**config.mk**
```make
export PLATFORM = sky130hd
export DESIGN_NAME = pb_event_decoder
export DESIGN_NICKNAME = d
export VERILOG_FILES = /design/src/rtl/pb_event_pkg.sv /design/src/rtl/pb_event_decoder.sv
export SDC_FILE = /design/constraint.sdc
export NUM_CORES = 1
export LEC_CHECK = 0
export BUFFER_PORTS_ARGS = -buffer_cell sky130_fd_sc_hd__clkbuf_2
export CORE_MARGIN = 5
export CORE_UTILIZATION = 25
export CTS_CLUSTER_SIZE = 28
export DETAILED_ROUTE_END_ITERATION = 12
export PLACE_DENSITY = 0.42
export SLEW_MARGIN = 20
export SYNTH_ARGS = -nofsm -noshare
export SYNTH_HDL_FRONTEND = slang
export SYNTH_SLANG_ARGS = --single-unit
```
**constraint.sdc**
```tcl
create_clock -name clk -period 5.51 [get_ports clk]
set_input_delay 0.8265 -clock clk [delete_from_list [all_inputs] [get_ports clk]]
set_output_delay 0.8265 -clock clk [all_outputs]
set_load 0.01 [all_outputs]
```
**src/rtl/pb_event_pkg.sv**
```systemverilog
// Shared types and helpers for the push-button event decoder.
package pb_event_pkg;

  // Gesture-tracking states of the decoder FSM.
  typedef enum logic [2:0] {
    IDLE,
    HELD1,
    WAIT2,
    HELD2,
    LONG
  } pb_evt_state_t;

  // Largest of three values; sizes the shared timer.
  function automatic int max3(input int a, input int b, input int c);
    int m;
    m = (a > b) ? a : b;
    return (m > c) ? m : c;
  endfunction

endpackage

```
**src/rtl/pb_event_decoder.sv**
```systemverilog
// Push-button gesture classifier: single click, double click, long press and
// optional auto-repeat while long-held, all as registered one-cycle pulses.
// Optional feature: define PB_EVENT_REPEAT_EN to enable auto-repeat in LONG.
module pb_event_decoder
  import pb_event_pkg::*;
#(
  parameter int LONG_CYCLES   = 50_000_000,
  parameter int DCLICK_CYCLES = 25_000_000,
  parameter int REPEAT_CYCLES = 10_000_000
) (
  input  logic clk,
  input  logic rst,
  input  logic pb_pressed_pulse,
  input  logic pb_released_pulse,
  input  logic pb_pressed_status,
  output logic click_pulse,
  output logic double_click_pulse,
  output logic long_press_pulse,
  output logic repeat_pulse,
  output logic busy
);

  localparam int TW = $clog2(max3(LONG_CYCLES, DCLICK_CYCLES, REPEAT_CYCLES));

  localparam logic [TW-1:0] LONG_LAST   = TW'(LONG_CYCLES - 1);
  localparam logic [TW-1:0] DCLICK_LAST = TW'(DCLICK_CYCLES - 1);
`ifdef PB_EVENT_REPEAT_EN
  localparam logic [TW-1:0] REPEAT_LAST = TW'(REPEAT_CYCLES - 1);
`endif

  pb_evt_state_t state;
  logic [TW-1:0] timer;
  logic          rel;

  // A dropped status also counts as a release, covering a lost release pulse.
  assign rel = pb_released_pulse | ~pb_pressed_status;

`ifndef PB_EVENT_REPEAT_EN
  assign repeat_pulse = 1'b0;
`endif

  // Gesture FSM with its shared timer and registered event outputs.
  always_ff @(posedge clk) begin
    // NOTE: all state here is updated with non-blocking assignments so every
    // branch reads the pre-edge values of state and timer.
    if (rst) begin
      state              <= IDLE;
      timer              <= '0;
      busy               <= 1'b0;
      click_pulse        <= 1'b0;
      double_click_pulse <= 1'b0;
      long_press_pulse   <= 1'b0;
`ifdef PB_EVENT_REPEAT_EN
      repeat_pulse       <= 1'b0;
`endif
    end else begin
      click_pulse        <= 1'b0;
      double_click_pulse <= 1'b0;
      long_press_pulse   <= 1'b0;
`ifdef PB_EVENT_REPEAT_EN
      repeat_pulse       <= 1'b0;
`endif
      // Timer saturates instead of wrapping; transitions below clear it.
      if (timer != '1) timer <= timer + 1'b1;

      case (state)
        IDLE: begin
          if (pb_pressed_pulse) begin
            state <= HELD1;
            busy  <= 1'b1;
            timer <= '0;
          end
        end
        HELD1: begin
          if (rel) begin
            state <= WAIT2;
            timer <= '0;
          end else if (timer == LONG_LAST) begin
            state            <= LONG;
            timer            <= '0;
            long_press_pulse <= 1'b1;
          end
        end
        WAIT2: begin
          if (pb_pressed_pulse) begin
            state <= HELD2;
            timer <= '0;
          end else if (timer == DCLICK_LAST) begin
            state       <= IDLE;
            busy        <= 1'b0;
            timer       <= '0;
            click_pulse <= 1'b1;
          end
        end
        HELD2: begin
          if (rel) begin
            state              <= IDLE;
            busy               <= 1'b0;
            timer              <= '0;
            double_click_pulse <= 1'b1;
          end
        end
        LONG: begin
          if (rel) begin
            state <= IDLE;
            busy  <= 1'b0;
            timer <= '0;
          end
`ifdef PB_EVENT_REPEAT_EN
          else if (timer == REPEAT_LAST) begin
            repeat_pulse <= 1'b1;
            timer        <= '0;
          end
`endif
        end
        default: begin
          state <= IDLE;
          busy  <= 1'b0;
          timer <= '0;
        end
      endcase
    end
  end

endmodule

```
# == Word level (Yosys, flattened, before mapping) ==
# Index checks and enable logic that the tools add are counted.
# op_classes
mux,23
n_bitwise,5
n_div,0
addsub,1
n_reduce_logical,7
magnitude_cmp,0
multipliers,0
eq_ne,13
shift,0
# op_table
operator,count
two-way mux 26 bit,7
one-hot mux 26 bit (4 select lines),1
adder 26 x 1 -> 26 bit (second input constant),1
== test 26 x 25 -> 1 bit (second input constant),1
== test 26 bit (second input constant),1
!= test 26 bit (second input constant),1
two-way mux 3 bit,6
one-hot mux 3 bit (4 select lines),1
two-way mux 1 bit,7
== test 3 x 2 -> 1 bit (second input constant),2
!= test 2 bit (second input constant),3
!= test 3 bit (second input constant),2
OR reduction 3 bit,2
AND reduction 5 bit,1
NOT 1 bit,4
one-hot mux 1 bit (4 select lines),1
AND reduction 4 bit,1
OR reduction 2 bit,2
== test 3 x 1 -> 1 bit (second input constant),1
== test 3 bit (second input constant),1
logical NOT 3 bit,1
!= test 2 x 1 -> 1 bit (second input constant),1
bitwise OR 1 bit,1
# totals
out_inout_bits,5
mem_count,0
romBits,0
latchBits,0
reg_bits,33
mem_bits_rw,0
wordCells,55

# == Longest topological paths before layout ==
# Gate-level depths: netlist of run 1.
# depth
depth_word,5
ltp_mapped,9
mapped_depth_nobuf,7

# == Worst setup path after synthesis of run 1 ==
# No wires, ideal clock.
# synth_path
path_type,input-to-reg
startpoint,in pb_pressed_status
endpoint,reg timer[20]
stages,8
arrival_time_ns,2.048
path_slack_ns,3.398
path_cell_list,nor2b_1 nand2b_1 o22ai_1 a221oi_2 or3b_1 buf_4 buf_6 nor2_1
# synth_between
elab_chain_cells,4
# synth_lines
item,line,rtl
start: declaration,pb_event_decoder.sv:15,"input logic pb_pressed_status,"
NOT 1 bit (*),pb_event_decoder.sv:36,assign rel = pb_released_pulse | ~pb_pressed_status;
bitwise OR 1 bit (*),pb_event_decoder.sv:36,
two-way mux 26 bit (on tied branches),"pb_event_decoder.sv:96, pb_event_decoder.sv:104, pb_event_decoder.sv:75",
one-hot mux 26 bit (4 select lines) (*),pb_event_decoder.sv:66,case (state)
end signal: assignment,pb_event_decoder.sv:64,if (timer != '1) timer <= timer + 1'b1;
end: declaration,pb_event_decoder.sv:32,logic [TW-1:0] timer;
# Every way passes the cells marked *; elsewhere a longest branch is shown, timed or not.
# A chain may end at the register's enable or synchronous reset.

# == Worst setup path in the final report of run 1 ==
# layout_path
startpoint,reg timer[0]
endpoint,reg timer[8]
# layout_between
elab_chain_cells,5
# layout_lines
item,line
adder 26 x 1 -> 26 bit / != test 26 bit (equally long branches),pb_event_decoder.sv:64
two-way mux 26 bit,pb_event_decoder.sv:64
two-way mux 26 bit (on tied branches),"pb_event_decoder.sv:88, pb_event_decoder.sv:78"
two-way mux 26 bit (on tied branches),"pb_event_decoder.sv:85, pb_event_decoder.sv:75"
one-hot mux 26 bit (4 select lines) (*),pb_event_decoder.sv:66
# Marks and branches as above.

==> results of run 1 <==
final cells by class:
type | instances | area (um2) | share of cell area (%)
tap | 80 | 100 | 5.28
multi-input combinational | 159 | 1000 | 53.0
sequential | 33 | 661 | 34.9
inverter | 2 | 7.51 | 0.396
timing repair buffer | 8 | 40.0 | 2.11
clock inverter | 2 | 10.0 | 0.528
clock buffer | 6 | 72.6 | 3.83
report_power, final:
part	total [mW]	leakage, nW	switching, mW	internal (mW)
Sequential	0.264	0.267	0.0151	0.249
Combinational	0.0700	0.241	0.0407	0.0294
Clock	0.172	0.0450	0.0846	0.0875
how the worst max path moves through the flow:
stage | start | end | slack, ns | depth (start not counted)
2_1_floorplan | pb_pressed_status | timer[20] | 3.40 | 8
3_3_place_gp | pb_pressed_status | timer[12] | 2.76 | 7
3_5_place_dp | timer[0] | timer[3] | 2.72 | 7
4_1_cts | timer[0] | timer[10] | 2.72 | 7
5_1_grt | timer[0] | timer[6] | 2.39 | 7
6_report | timer[0] | timer[8] | 2.82 | 7
cell families (layout without fill, tap and decap cells):
group | Yosys count | in the layout
muxes | 3 | 3
xor gates and xnor gates | 21 | 21
and+or+nand+nor | 117 | 117
buffers and inverters | 11 | 18
other | 1 | 1
DFF | 33 | 33
AOI/OAI and AO/OA | 16 | 16
adders and majority gates | 1 | 1
cell usage in the layout (no fill, tap or decap), types with 3 or more instances in the layout:
master,count
o21ai_0,3
nor3b_1,3
nor3_1,18
nand2b_1,6
nor2_1,33
clkbuf_8,5
and3_1,4
dfxtp_1,33
nand3_1,12
xor2_1,3
nand2_1,11
a211oi_1,3
nor4_1,3
clkbuf_2,8
a21oi_1,3
nand4_1,5
xnor2_1,18
layer usage:
| metal | share of wire (%) | GRT usage, % | vias to the layer above |
|---|---|---|---|
| met5 | 0 | 0 | - |
| met4 | 1.5 | 4.03 | 0 |
| met3 | 3.1 | 2.49 | 7 |
| met2 | 46 | 14.2 | 21 |
| met1 | 50 | 12.9 | 661 |
| li1 | - | - | 729 |
registers in the layout, indices dropped and copies added (netlist names):
register / flops
timer: 26
state: 3
busy: 1
double_click_pulse: 1
click_pulse: 1
long_press_pulse: 1
metrics by stage:
step	cells	setup slack (ns)
after CTS	290	2.72
after detailed placement	282	2.72
after floorplan	203	3.40
after global placement	282	2.76
after global routing	290	2.39
final	290	2.82
worst reg2reg max path, cell delays in order (launching register included):
cell      delay (ns)
dfxtp_1         0.38
ha_1            0.30
nand2_1         0.15
nor4_4          0.27
nand4_1         0.20
a221oi_2        0.36
or3b_1          0.75
nor2_1          0.13
==> flow_metrics.py, run 1 <==
metrics = {
    "status": {
        "run_status": "finished clean",
    },
    "placed_design": {
        "io_buffers": 8,
        "hpwl_um": 2680,
        "placed_area_mm2": 0.00181,
        "gp_congestion": 0.769,
    },
    "synth": {
        "post_synth_fa_ha_maj_area_fraction_pct": 0.723,
        "syn_avg_cell_area_um2": 8.52,
        "synth_edf_count": 0,
        "synthesis.nets": 209,
        "ys.warnings.count": 0,
        "muxShareOfSynthArea_pct": 1.81,
        "synth-xor-area-share_pct": 10.6,
        "syn-cell-area_mm2": 0.00173,
        "post-synth-top-area-fraction_pct": 38.2,
        "yosysTopAreaCell": "dfxtp_1",
        "synth-simple-area-share_pct": 38.2,
        "ys_ff_latch": 33,
        "synth_top_family_by_area": "simple AND/OR/NAND/NOR gates",
        "syn_inst": 203,
        "synthArstFlopShare_pct": 0,
        "ys_top_cells_by_count": "33 x dfxtp_1, 33 x nor2_1, 18 x nor3_1, 18 x xnor2_1, 12 x nand3_1",
        "ys_dominant_reg_cell": "dfxtp_1",
        "synth_compound_area_share_pct": 6.51,
        "synth_cell_type_count": 47,
        "yosysSeqAreaShare_pct": 38.2,
        "synth_area_leaders": "dfxtp_1 38%, xnor2_1 9.1%, nor2_1 7.2%, nor3_1 5.2%, nand3_1 3.5%",
    },
    "setup_path": {
        "required_ns": 5.64,
        "arrival_ns": 2.82,
        "crit_fanout": 26,
        "cp_slowest_cell": "or3b_1",
        "r2r-start": "timer[0]",
        "crit_path_start_kind": "register",
        "reg2reg_to": "timer[8]",
        "path_class": "register to register",
        "cp-end-kind": "register",
        "r2r_slack_ns": 2.82,
        "worstRegToRegCells": 7,
        "crit_path_max_incr_delay_ns": 0.75,
        "crit_family": "simple AND/OR/NAND/NOR gates",
        "critical_path_buf_inv_count": 0,
        "worstPathCellList": "ha_1, nand2_1, nor4_4, nand4_1, a221oi_2, or3b_1, nor2_1",
    },
    "detailed_routing": {
        "drtAntennaViolNets": 0,
        "postRouteWirelength_um": 3700,
        "wl_per_cell_um": 12.7,
        "drt_iter0_drc": 133,
        "vias": 1418,
        "vias_per_cell": 4.89,
        "dr.pass1.iters": 5,
        "drc_errors": 0,
    },
    "layout": {
        "synthToLayoutAreaGrowth_pct": 9.54,
        "design_area_mm2": 0.00190,
        "final_nets": 215,
        "post-route-util_pct": 28.1,
        "antenna_cells": 0,
        "drive_gt1_share_pct": 12.9,
        "n_fill_cell": 769,
    },
    "pwr": {
        "p_leak_nw": 0.552,
        "irDropWorstVdd_uv": 145,
        "power_mw": 0.506,
        "power_density_mw_per_mm2": 267,
    },
    "die": {
        "row_count": 30,
        "ios": 10,
        "die_x_um": 93.2,
        "start_util_pct": 25.6,
        "core_mm2": 0.00676,
        "dieHeight_um": 93.2,
        "die-area_mm2": 0.00869,
    },
    "hold_path": {
        "min_path_type": "register to register",
        "min_from": "timer[1]",
        "min_to": "timer[1]",
        "min_path_cells": 2,
    },
    "grt": {
        "grt_max_degree": 27,
        "antenna_found_initial": 0,
        "grt_usage_pct": 9.51,
        "overflow": 0,
        "grt_pass1_vias": 1360,
        "grt_pass1_wl_um": 6620,
    },
    "sta": {
        "hold_violations": 0,
        "fin_hold_ws_ns": 0.490,
        "fin_crit_sh_pct": 48.9,
        "max_freq_mhz": 371,
        "timing.final.crit_period_ns": 2.69,
        "setup_viol": 0,
        "worst_pin_slew_ns": 0.894,
        "rsz0062_at_grt": "false",
        "setup_tns_ns": 0,
        "maxSlewHeadroom_pct": 40.4,
        "skew_ns": 0.00614,
        "slew_violations": 0,
    },
    "clocking": {
        "cts_max_path_buffers": 2,
        "root_buffer": "clkbuf_8",
        "clock-sinks": 33,
        "cts_tree": "yes",
        "postCtsHoldBufs": 0,
        "cts.repair.resized": 0,
        "clkTransAtPathRegs_ns": 0.07,
        "cts_buffers": 5,
        "cts_htree_levels": 2,
        "cts_setup_buffers": 0,
        "worstSkewPairLatency_ns": 0.28,
    },
    "job": {
        "cap_violations": 0,
    },
}
Note: power is estimated with default switching activity, not from simulation.
==> inputs of run 2 (changes only) <==
==> constraint.sdc (replaced) <==
create_clock -name clk -period 2.6 [get_ports clk]
set_input_delay 0.39 -clock clk [delete_from_list [all_inputs] [get_ports clk]]
set_output_delay 0.39 -clock clk [all_outputs]
set_load 0.01 [all_outputs]
==> flow_metrics.py, run 2 (synthesized netlist as in run 1, its figures left out) <==
metrics = {
    "status": {
        "run_status": "finished clean",
    },
    "detailed_routing": {
        "postRouteWirelength_um": 3880,
        "wl_per_cell_um": 13.0,
        "drc_errors": 0,
        "dr.pass1.iters": 4,
        "drt_iter0_drc": 54,
        "vias": 1452,
        "drtAntennaViolNets": 0,
        "vias_per_cell": 4.87,
    },
    "layout": {
        "largest_reg_flops": 26,
        "reg.largest.list": "timer x26, state x3",
        "synthToLayoutAreaGrowth_pct": 14.8,
        "layout_common_cells": "33 x nor2_1, 33 x dfxtp_1, 18 x nor3_1, 18 x xnor2_1, 12 x nand3_1",
        "post-route-util_pct": 29.4,
        "antenna_cells": 0,
        "drive_gt1_share_pct": 16.5,
        "n_fill_cell": 731,
        "largest_register": "timer",
        "final_nets": 223,
    },
    "setup_path": {
        "r2r_slack_ns": 0.31,
        "crit_path_start_kind": "register",
        "r2r-start": "timer[16]",
        "worstRegToRegCells": 6,
        "reg2reg_to": "timer[12]",
        "required_ns": 2.78,
        "cp_slowest_cell": "or4_4",
        "setup.worst_path.end": "timer[12]",
        "worstPathCellList": "nand4_2, or4_4, or3_1, and4_1, xnor2_1, nor2_1",
        "cp-end-kind": "register",
        "path_class": "register to register",
        "arrival_ns": 2.47,
        "crit_path_max_incr_delay_ns": 0.54,
        "crit_start": "timer[16]",
        "crit_fanout": 7,
    },
    "pwr": {
        "power_mw": 1.16,
        "p_leak_nw": 0.609,
        "power_density_mw_per_mm2": 583,
        "irDropWorstVdd_uv": 274,
    },
    "clocking": {
        "postCtsHoldBufs": 0,
        "cts.repair.resized": 0,
        "clock-sinks": 33,
        "cts_tree": "yes",
        "root_buffer": "clkbuf_8",
        "worstSkewPairLatency_ns": 0.29,
        "cts_htree_levels": 2,
        "cts_setup_buffers": 0,
        "cts_max_path_buffers": 2,
        "clkTransAtPathRegs_ns": 0.07,
        "cts_buffers": 5,
    },
    "sta": {
        "fin_crit_sh_pct": 88.0,
        "timing.final.crit_period_ns": 2.29,
        "skew_ns": 0.00758,
        "max_freq_mhz": 437,
        "hold_violations": 0,
        "slew_violations": 0,
        "setup_tns_ns": 0,
        "rsz0062_at_grt": "false",
        "setup_ws_ns": 0.312,
        "setup_viol": 0,
        "fin_hold_ws_ns": 0.392,
    },
    "grt": {
        "grt_usage_pct": 9.75,
        "grt_pass1_wl_um": 6630,
        "antenna_found_initial": 0,
        "overflow": 0,
        "grt_pass1_vias": 1389,
        "grt_max_degree": 27,
    },
    "die": {
        "die-area_mm2": 0.00869,
        "dieHeight_um": 93.2,
        "ios": 10,
        "core_mm2": 0.00676,
        "start_util_pct": 25.6,
        "row_count": 30,
        "die_x_um": 93.2,
    },
    "job": {
        "cap_violations": 0,
    },
    "hold_path": {
        "min_from": "rst",
        "min_path_type": "input pin to register",
    },
    "placed_design": {
        "gp_congestion": 0.789,
        "io_buffers": 8,
        "hpwl_um": 2750,
        "pre_cts_ws_ns": 0.331,
    },
}
[run 2: cell types whose count changed in the layout (fill, tap and decap cells not counted), sizes merged]
cell	change
buf	+8
clkbuf	+1
clkinv	-1
[run 2: metal layers]
metal  track usage, %  vias to the layer above  routed length [um]
met4             5.13                        0                  85
li1                 -                      750                   -
met5                0                        -                   0
met1             12.6                      668                1990
met2             14.9                       26                1660
met3             2.41                        8                 137
[run 2: layout make-up]
type                       instances  area, um2  area share [%]
clock buffer                       7       96.3            4.85
clock inverter                     1       5.00           0.252
inverter                           2       7.51           0.378
multi-input combinational        159       1000            50.6
sequential                        33        661            33.2
tap                               80        100            5.04
timing repair buffer              16        113            5.67
[run 2: power by group]
part | switching, mW | internal (mW) | leakage, nW | total (mW)
clock network | 0.193 | 0.239 | 0.0542 | 0.433
logic | 0.0909 | 0.0768 | 0.288 | 0.168
registers | 0.0314 | 0.527 | 0.267 | 0.558
[run 2: how the worst min path moves through the flow]
stage	end	slack [ns]	cells after the start
after detailed placement	timer[1]	0.48	2
final	state[1]	0.39	2
after global placement	timer[1]	0.47	2
after CTS	state[1]	0.38	2
after global routing	state[1]	0.40	2
after floorplan	timer[1]	0.46	2
[run 2: metrics by stage]
step,cells,area (um2)
after detailed placement,290,1890
after floorplan,203,1730
after CTS,298,1990
after global routing,298,1990
after global placement,290,1890
final,298,1990
[run 2: critical path: cells and delay by family, from the launching register on]
family / cells / cell delay, ns
xor gates and xnor gates: 1 / 0.14
DFF: 1 / 0.46
and+or+nand+nor: 5 / 1.58
